$ cat src/rtl/fetch_stage.sv
// ============================================================================
// Module  : fetch_stage
// Purpose : RISC-V instruction fetch with PC, single-outstanding imem requests,
//           one-word skid buffer and IF/ID pipeline register.
// Rev     : 1.0
// ============================================================================
`default_nettype none

module fetch_stage #(
  parameter int unsigned      size     = 32,
  parameter logic [size-1:0]  RESET_PC = '0
) (
  input  logic            clk,
  input  logic            rst,
  output logic            imem_req,
  output logic [size-1:0] imem_addr,
  input  logic [size-1:0] imem_rdata,
  input  logic            imem_valid,
  input  logic            stall,
  input  logic            redirect,
  input  logic [size-1:0] redirect_pc,
  output logic            id_valid,
  output logic [size-1:0] id_instruction,
  output logic [size-1:0] id_pc,
  output logic [size-1:0] id_pc_plus4
);

  localparam logic [size-1:0] NOP      = size'(32'h0000_0013);
  localparam logic [size-1:0] PC_STEP  = size'(4);
  localparam logic [size-1:0] PC_RESET = {RESET_PC[size-1:2], 2'b00};

  typedef enum logic [1:0] {
    IDLE  = 2'd0,
    REQ   = 2'd1,
    HOLD  = 2'd2,
    DRAIN = 2'd3
  } state_t;

  state_t          state, state_n;
  logic [size-1:0] pc, pc_n;
  logic [size-1:0] skid, skid_n;
  logic            idv_n;
  logic [size-1:0] idi_n, idpc_n;

  // The PC register doubles as the registered fetch address.
  assign imem_req    = (state == REQ);
  assign imem_addr   = pc;
  assign id_pc_plus4 = id_pc + PC_STEP;

  always_ff @(posedge clk) begin
    if (rst) begin
      state          <= IDLE;
      pc             <= PC_RESET;
      skid           <= NOP;
      id_valid       <= 1'b0;
      id_instruction <= NOP;
      id_pc          <= '0;
    end else begin
      state          <= state_n;
      pc             <= pc_n;
      skid           <= skid_n;
      id_valid       <= idv_n;
      id_instruction <= idi_n;
      id_pc          <= idpc_n;
    end
  end

  always_comb begin
    state_n = state;
    pc_n    = pc;
    skid_n  = skid;
    idv_n   = id_valid;
    idi_n   = id_instruction;
    idpc_n  = id_pc;

    if (redirect) begin
      // Flush beats stall; an unanswered request must be drained before refetch.
      pc_n  = {redirect_pc[size-1:2], 2'b00};
      idv_n = 1'b0;
      idi_n = NOP;
      if (((state == REQ) || (state == DRAIN)) && !imem_valid)
        state_n = DRAIN;
      else
        state_n = REQ;
    end else begin
      case (state)
        IDLE: state_n = REQ;
        REQ: begin
          if (imem_valid) begin
            if (!stall) begin
              idv_n  = 1'b1;
              idi_n  = imem_rdata;
              idpc_n = pc;
              pc_n   = pc + PC_STEP;
            end else begin
              skid_n  = imem_rdata;
              state_n = HOLD;
            end
          end else if (!stall) begin
            idv_n = 1'b0;
          end
        end
        HOLD: begin
          if (!stall) begin
            idv_n   = 1'b1;
            idi_n   = skid;
            idpc_n  = pc;
            pc_n    = pc + PC_STEP;
            state_n = REQ;
          end
        end
        DRAIN: begin
          if (imem_valid) state_n = REQ;
        end
        default: state_n = IDLE;
      endcase
    end
  end

endmodule

`default_nettype wire

$ cat config.mk
export PLATFORM = sky130hd
export DESIGN_NAME = fetch_stage
export DESIGN_NICKNAME = d
export VERILOG_FILES = /design/src/rtl/fetch_stage.sv
export SDC_FILE = /design/constraint.sdc
export NUM_CORES = 1
export LEC_CHECK = 0
export BUFFER_PORTS_ARGS = -buffer_cell sky130_fd_sc_hd__buf_2
export CORE_MARGIN = 2
export CORE_UTILIZATION = 38
export DETAILED_ROUTE_END_ITERATION = 8
export MAX_ROUTING_LAYER = met4
export PLACE_DENSITY = 0.73
export SLEW_MARGIN = 25
export SYNTH_ARGS = -nofsm -noshare
export SYNTH_HDL_FRONTEND = slang
export SYNTH_SLANG_ARGS = --single-unit
$ cat constraint.sdc
create_clock -name clk -period 3.7 [get_ports clk]
set_clock_uncertainty 0.1 [all_clocks]
set_input_delay 0.37 -clock clk [delete_from_list [all_inputs] [get_ports clk]]
set_output_delay 0.37 -clock clk [all_outputs]
set_load 0.02 [all_outputs]
* Word-level counts from Yosys, hierarchy flattened
Cells that the tools add are included.
Storage, ports and cells: bits in registers 131, word-level logic and storage cells 57
Cells by class: equality and inequality tests 11, reductions and logical operators 14, $add $sub $neg 2, mux-type cells 22, bitwise operators 1
Operator list (count):
- 32-bit two-way mux | 8
- 32-bit case mux with 2 select lines | 3
- 32-bit by 3-bit adder with 32-bit output (second input constant) | 2
- 2-bit two-way mux | 6
- 4-bit AND reduction | 3
- 3-bit inequality test (second input constant) | 3
- 2-bit case mux with 4 select lines | 1
- 3-bit by 1-bit inequality test with 1-bit output (second input constant) | 2
- 2-bit AND reduction | 3
- 2-bit == test (second input constant) | 2
- 2-bit inequality test (second input constant) | 2
- 1-bit two-way mux | 3
- 3-bit AND reduction | 1
- 3-bit nonzero test | 1
- 2-bit by 1-bit == test with 1-bit output (second input constant) | 1
- 2-bit zero test | 1
- 2-bit by 1-bit inequality test with 1-bit output (second input constant) | 1
- 1-bit case mux with 2 select lines | 1
- 2-bit nonzero test | 1
- 2-bit OR reduction | 1
- 1-bit logical AND | 1
- 1-bit zero test | 1
- 1-bit logical OR | 1
- 1-bit inverter | 1

* Logic depth before layout (Yosys ltp)
word-level depth 5, mapped depth 9, gate-level depth less buffers 7

* Worst setup path before layout
No wires, ideal clock.
path kind reg2out, from register id_pc[4], to output port id_pc_plus4[27], stages on the path, launching flop included 6, arrival time 2.136 ns, slack 1.094 ns, path through dfxtp_1 -> nand4_1 -> nor4_1 -> nand4_1 -> nor2_1 -> xor2_1
On the way: cells in the longest elaborated chain, start to end 1
RTL lines:
- from (decl) | line 24 | output logic [size-1:0] id_pc,
- from (signal assigned) | line 64 | id_pc <= idpc_n;
- 32-bit by 3-bit adder with 32-bit output | line 48 | assign id_pc_plus4 = id_pc + PC_STEP;
- to (decl) | line 25 | output logic [size-1:0] id_pc_plus4
No other way between the ends.

* Worst setup path in the final report
from register state[1], to register pc[14], in the netlist imem_addr[14]
On the way: cells in the longest elaborated chain, start to end 3
RTL lines:
- from (decl) | line 39 | state_t state, state_n;
- from (signal assigned) | line 59 | state <= state_n;
- 2-bit == test / 2-bit by 1-bit == test with 1-bit output (equally long branches) | line 86 | case (state)
- 32-bit case mux with 2 select lines, or another cell as far along | line 86
- 32-bit two-way mux / 2-bit AND reduction (equally long branches)
- to (signal assigned) | line 60 | pc <= pc_n;
- to (decl) | line 40 | logic [size-1:0] pc, pc_n;
Parallel ways exist; a longest one is shown, timed or not. A chain may end at the register's enable or synchronous reset.

==> flow_metrics.tcl <==
set metrics [dict create \
    status "finished, final reports clean" \
    num_rows 45 \
    num-fill-cells 1522 \
    yosys.cell_count.top_type "nand2_1" \
    grt_pass1_vias 5359 \
    holdWs_ns 0.0963 \
    p_comb_share_pct 10.8 \
    period_needed_ns 2.96 \
    final_core_util_pct 50.2 \
    layout.nets 992 \
    clockBufferDepth 2 \
    wirelength_mm 17.1 \
    finalCritPeriodShare_pct 80.1 \
    synth_top_area_share_pct 42.5 \
    gp_congestion 0.811 \
    drtPass1Iterations 6 \
    cts_resized 0 \
    p_seq_share_pct 41.5 \
    htreeDepth 4 \
    path_buf_inv 1 \
    hold_buffers 0 \
    core-area_um2 15300 \
    overflow 0 \
    syn_avg_cell_area_um2 7.99 \
    grt_pass1_wl_mm 26.6 \
    r2r_setup_slack_ns 0.74 \
    syn_to_final_growth_pct 28.4 \
    finalHoldViolCount 0 \
    synth_enable_flop_cells 0 \
    cap_violations 0 \
    path_delay_family "simple AND/OR/NAND/NOR gates" \
    numPortBuffers 190 \
    setup_tns_ns 0 \
    clock_sinks 127 \
    slowest_delay_ns 1.04 \
    worst_slack_ns 0.737 \
    dp_worst_setup_slack_ns 0.818 \
    critPathRequiredTime_ns 3.91 \
    rsz0062_at_grt "false" \
    synth_area_leaders "dfxtp_1 42%, nand2_1 9.8%, a21oi_1 6.1%" \
    clkLatencyLatePin_ns 0.41 \
    worstPathArrival_ns 3.17 \
    track_usage_pct 20.6 \
    path_cells "inv_1 -> ha_1 -> mux2i_1 -> nor4_1 -> nand3_1 -> xor2_1 -> a211oi_1" \
    vias 5892 \
    cp-start-kind "flop" \
    peakVddDrop_mv 0.423 \
    place_hpwl_mm 12.0 \
    cp-end-kind "flop" \
    finalMaxSlewViolations 0 \
    io-pin-count 199 \
    synth_cell_types 46 \
    antenna_found_initial 1 \
    p_int_w 0.00265 \
    leakagePower_nw 3.08 \
    clkPwrFrac_pct 47.7 \
    tritoncts "done" \
    final_layout_size_suffix_gt1_share_pct 25.6 \
    synth_seq_cells 127 \
    swShare_pct 25.5 \
    die_h_um 130 \
    worstPathMaxFanout 10 \
    syn_area_um2 5990 \
    ys_seq_area_share_pct 42.5 \
    grt_max_degree 61 \
    slowest_stage "nor4_1" \
    p_switching_w 0.000908 \
    drc 0 \
    drt-initial-drc-count 285 \
    setup_viol 0 \
    worst_hold_path_type "input pin to flop" \
    synth_largest_area_cell "dfxtp_1" \
    clock.fmax_ghz 0.337 \
    initial_core_util_pct 39.1 \
    synthFlopType "dfxtp_1" \
    post_drt_wl_per_cell_um 14.9 \
    worst_pin_slew_ns 1.12 \
    power_density_nw_per_um2 462 \
    cts_setup_buffers 0 \
    path_clk_slew_ns 0.05 \
    via_per_inst 5.15 \
    relSlewSlack_pct 24.5 \
    dieWidth_um 130 \
    ys_async_sr_fraction_pct 0 \
    numCtsBuffers 17 \
    ant_nets 0 \
    syn_inst 749 \
    dieArea_um2 16800 \
    synth_warnings 0 \
    synth_common_cells "157 x nand2_1, 127 x dfxtp_1, 73 x a21oi_1, 65 x nor2_1, 43 x a211oi_1" \
    crit_type "flop to flop" \
    root_buffer "clkbuf_16" \
]
path summary, 6_finish.rpt:
check	from	end	cells past startpoint
worst max-delay path	state[1]$_SDFFE_PP0P_	imem_addr[14]$_SDFFE_PP0P_	7
worst min-delay path	imem_rdata[1]	skid[1]$_SDFFE_PP1P_	3
worst max register to register	state[1]$_SDFFE_PP0P_	imem_addr[14]$_SDFFE_PP0P_	7
worst min register to register	skid[26]$_SDFFE_PP0P_	skid[26]$_SDFFE_PP0P_	2
state kept, by name, indices dropped and copies added, names as in the netlist:
| register | flops |
|---|---|
| id_instruction | 32 |
| skid | 32 |
| state | 2 |
| id_pc | 30 |
| imem_addr | 30 |
| id_valid | 1 |
layout by cell type, fill, tap and decap left out, types with 3 or more instances in the layout:
| cell | instances |
|---|---|
| buf_2 | 189 |
| nand2_1 | 157 |
| dfxtp_1 | 127 |
| a21oi_1 | 73 |
| nor2_1 | 63 |
| a211oi_1 | 43 |
| mux2i_1 | 34 |
| xnor2_1 | 30 |
| nand3_1 | 25 |
| nand4_1 | 20 |
| xor2_1 | 19 |
| clkbuf_16 | 17 |
| inv_1 | 15 |
| buf_4 | 12 |
| nor4_1 | 11 |
| nor3_1 | 10 |
| o21ai_0 | 7 |
| conb_1 | 6 |
| clkinv_2 | 5 |
| nand3b_1 | 4 |
| o211ai_1 | 4 |
| o31a_1 | 4 |
| or3_1 | 4 |
| and4_1 | 4 |
| ha_1 | 4 |
| or4_1 | 3 |
| a311oi_1 | 3 |
| bufinv_16 | 3 |
worst reg2reg max path, delay by kind of cell, from the launching register on:
kind                       cells  cell delay [ns]
AOI/OAI and AO/OA              1             0.26
xor gates and xnor gates       1             0.18
adders and majority gates      1             0.27
buffers and inverters          1             0.06
DFF                            1             0.39
muxes                          1             0.37
and+or+nand+nor                2             1.24
power groups by stage:
stage               Clock (W)  Sequential, W  Combinational (W)
CTS                   0.00172        0.00147           0.000389
detailed placement          0        0.00150           0.000387
finish                0.00170        0.00147           0.000384
global route          0.00178        0.00148           0.000424
floorplan                   0        0.00154           0.000212
global placement            0        0.00150           0.000382
layer usage:
metal  share of wire (%)  up-vias  routed length (µm)  GRT usage [%]
met1                  42     2724                7190           23.7
met3                 8.0       14                1360           5.66
met4                 1.0        0                 178           5.50
met5                   0        -                   0              -
met2                  49      211                8320           35.5
li1                    -     2943                   -              -
final cells by class:
| cell class | instances | area (µm²) | area share, % |
|---|---|---|---|
| clock inverter | 11 | 139 | 1.81 |
| clock buffer | 21 | 460 | 5.99 |
| multi-input combinational | 555 | 3180 | 41.4 |
| inverter | 16 | 60.1 | 0.781 |
| sequential | 127 | 2540 | 33.1 |
| timing repair buffer | 201 | 1040 | 13.5 |
| tap | 211 | 264 | 3.43 |
| antenna | 1 | 2.50 | 0.0325 |
cell families after synthesis:
logic type / share of synthesized area (%)
xor+xnor: 7.17
fa+ha+maj: 1.05
mux: 5.69
buf+inv: 4.93
other cells: 0.0626
simple gates: 23.2
flops: 42.5
compound gates: 15.4
stage by stage:
step                      total power (W)  instances  instance area [µm²]
after detailed placement          0.00189       1110                 7090
after global routing              0.00369       1143                 7690
final                             0.00355       1143                 7690
after floorplan                   0.00175        754                 6000
after CTS                         0.00359       1142                 7690
after global placement            0.00188       1110                 7090
No activity file was read; power rests on OpenSTA's default activity.
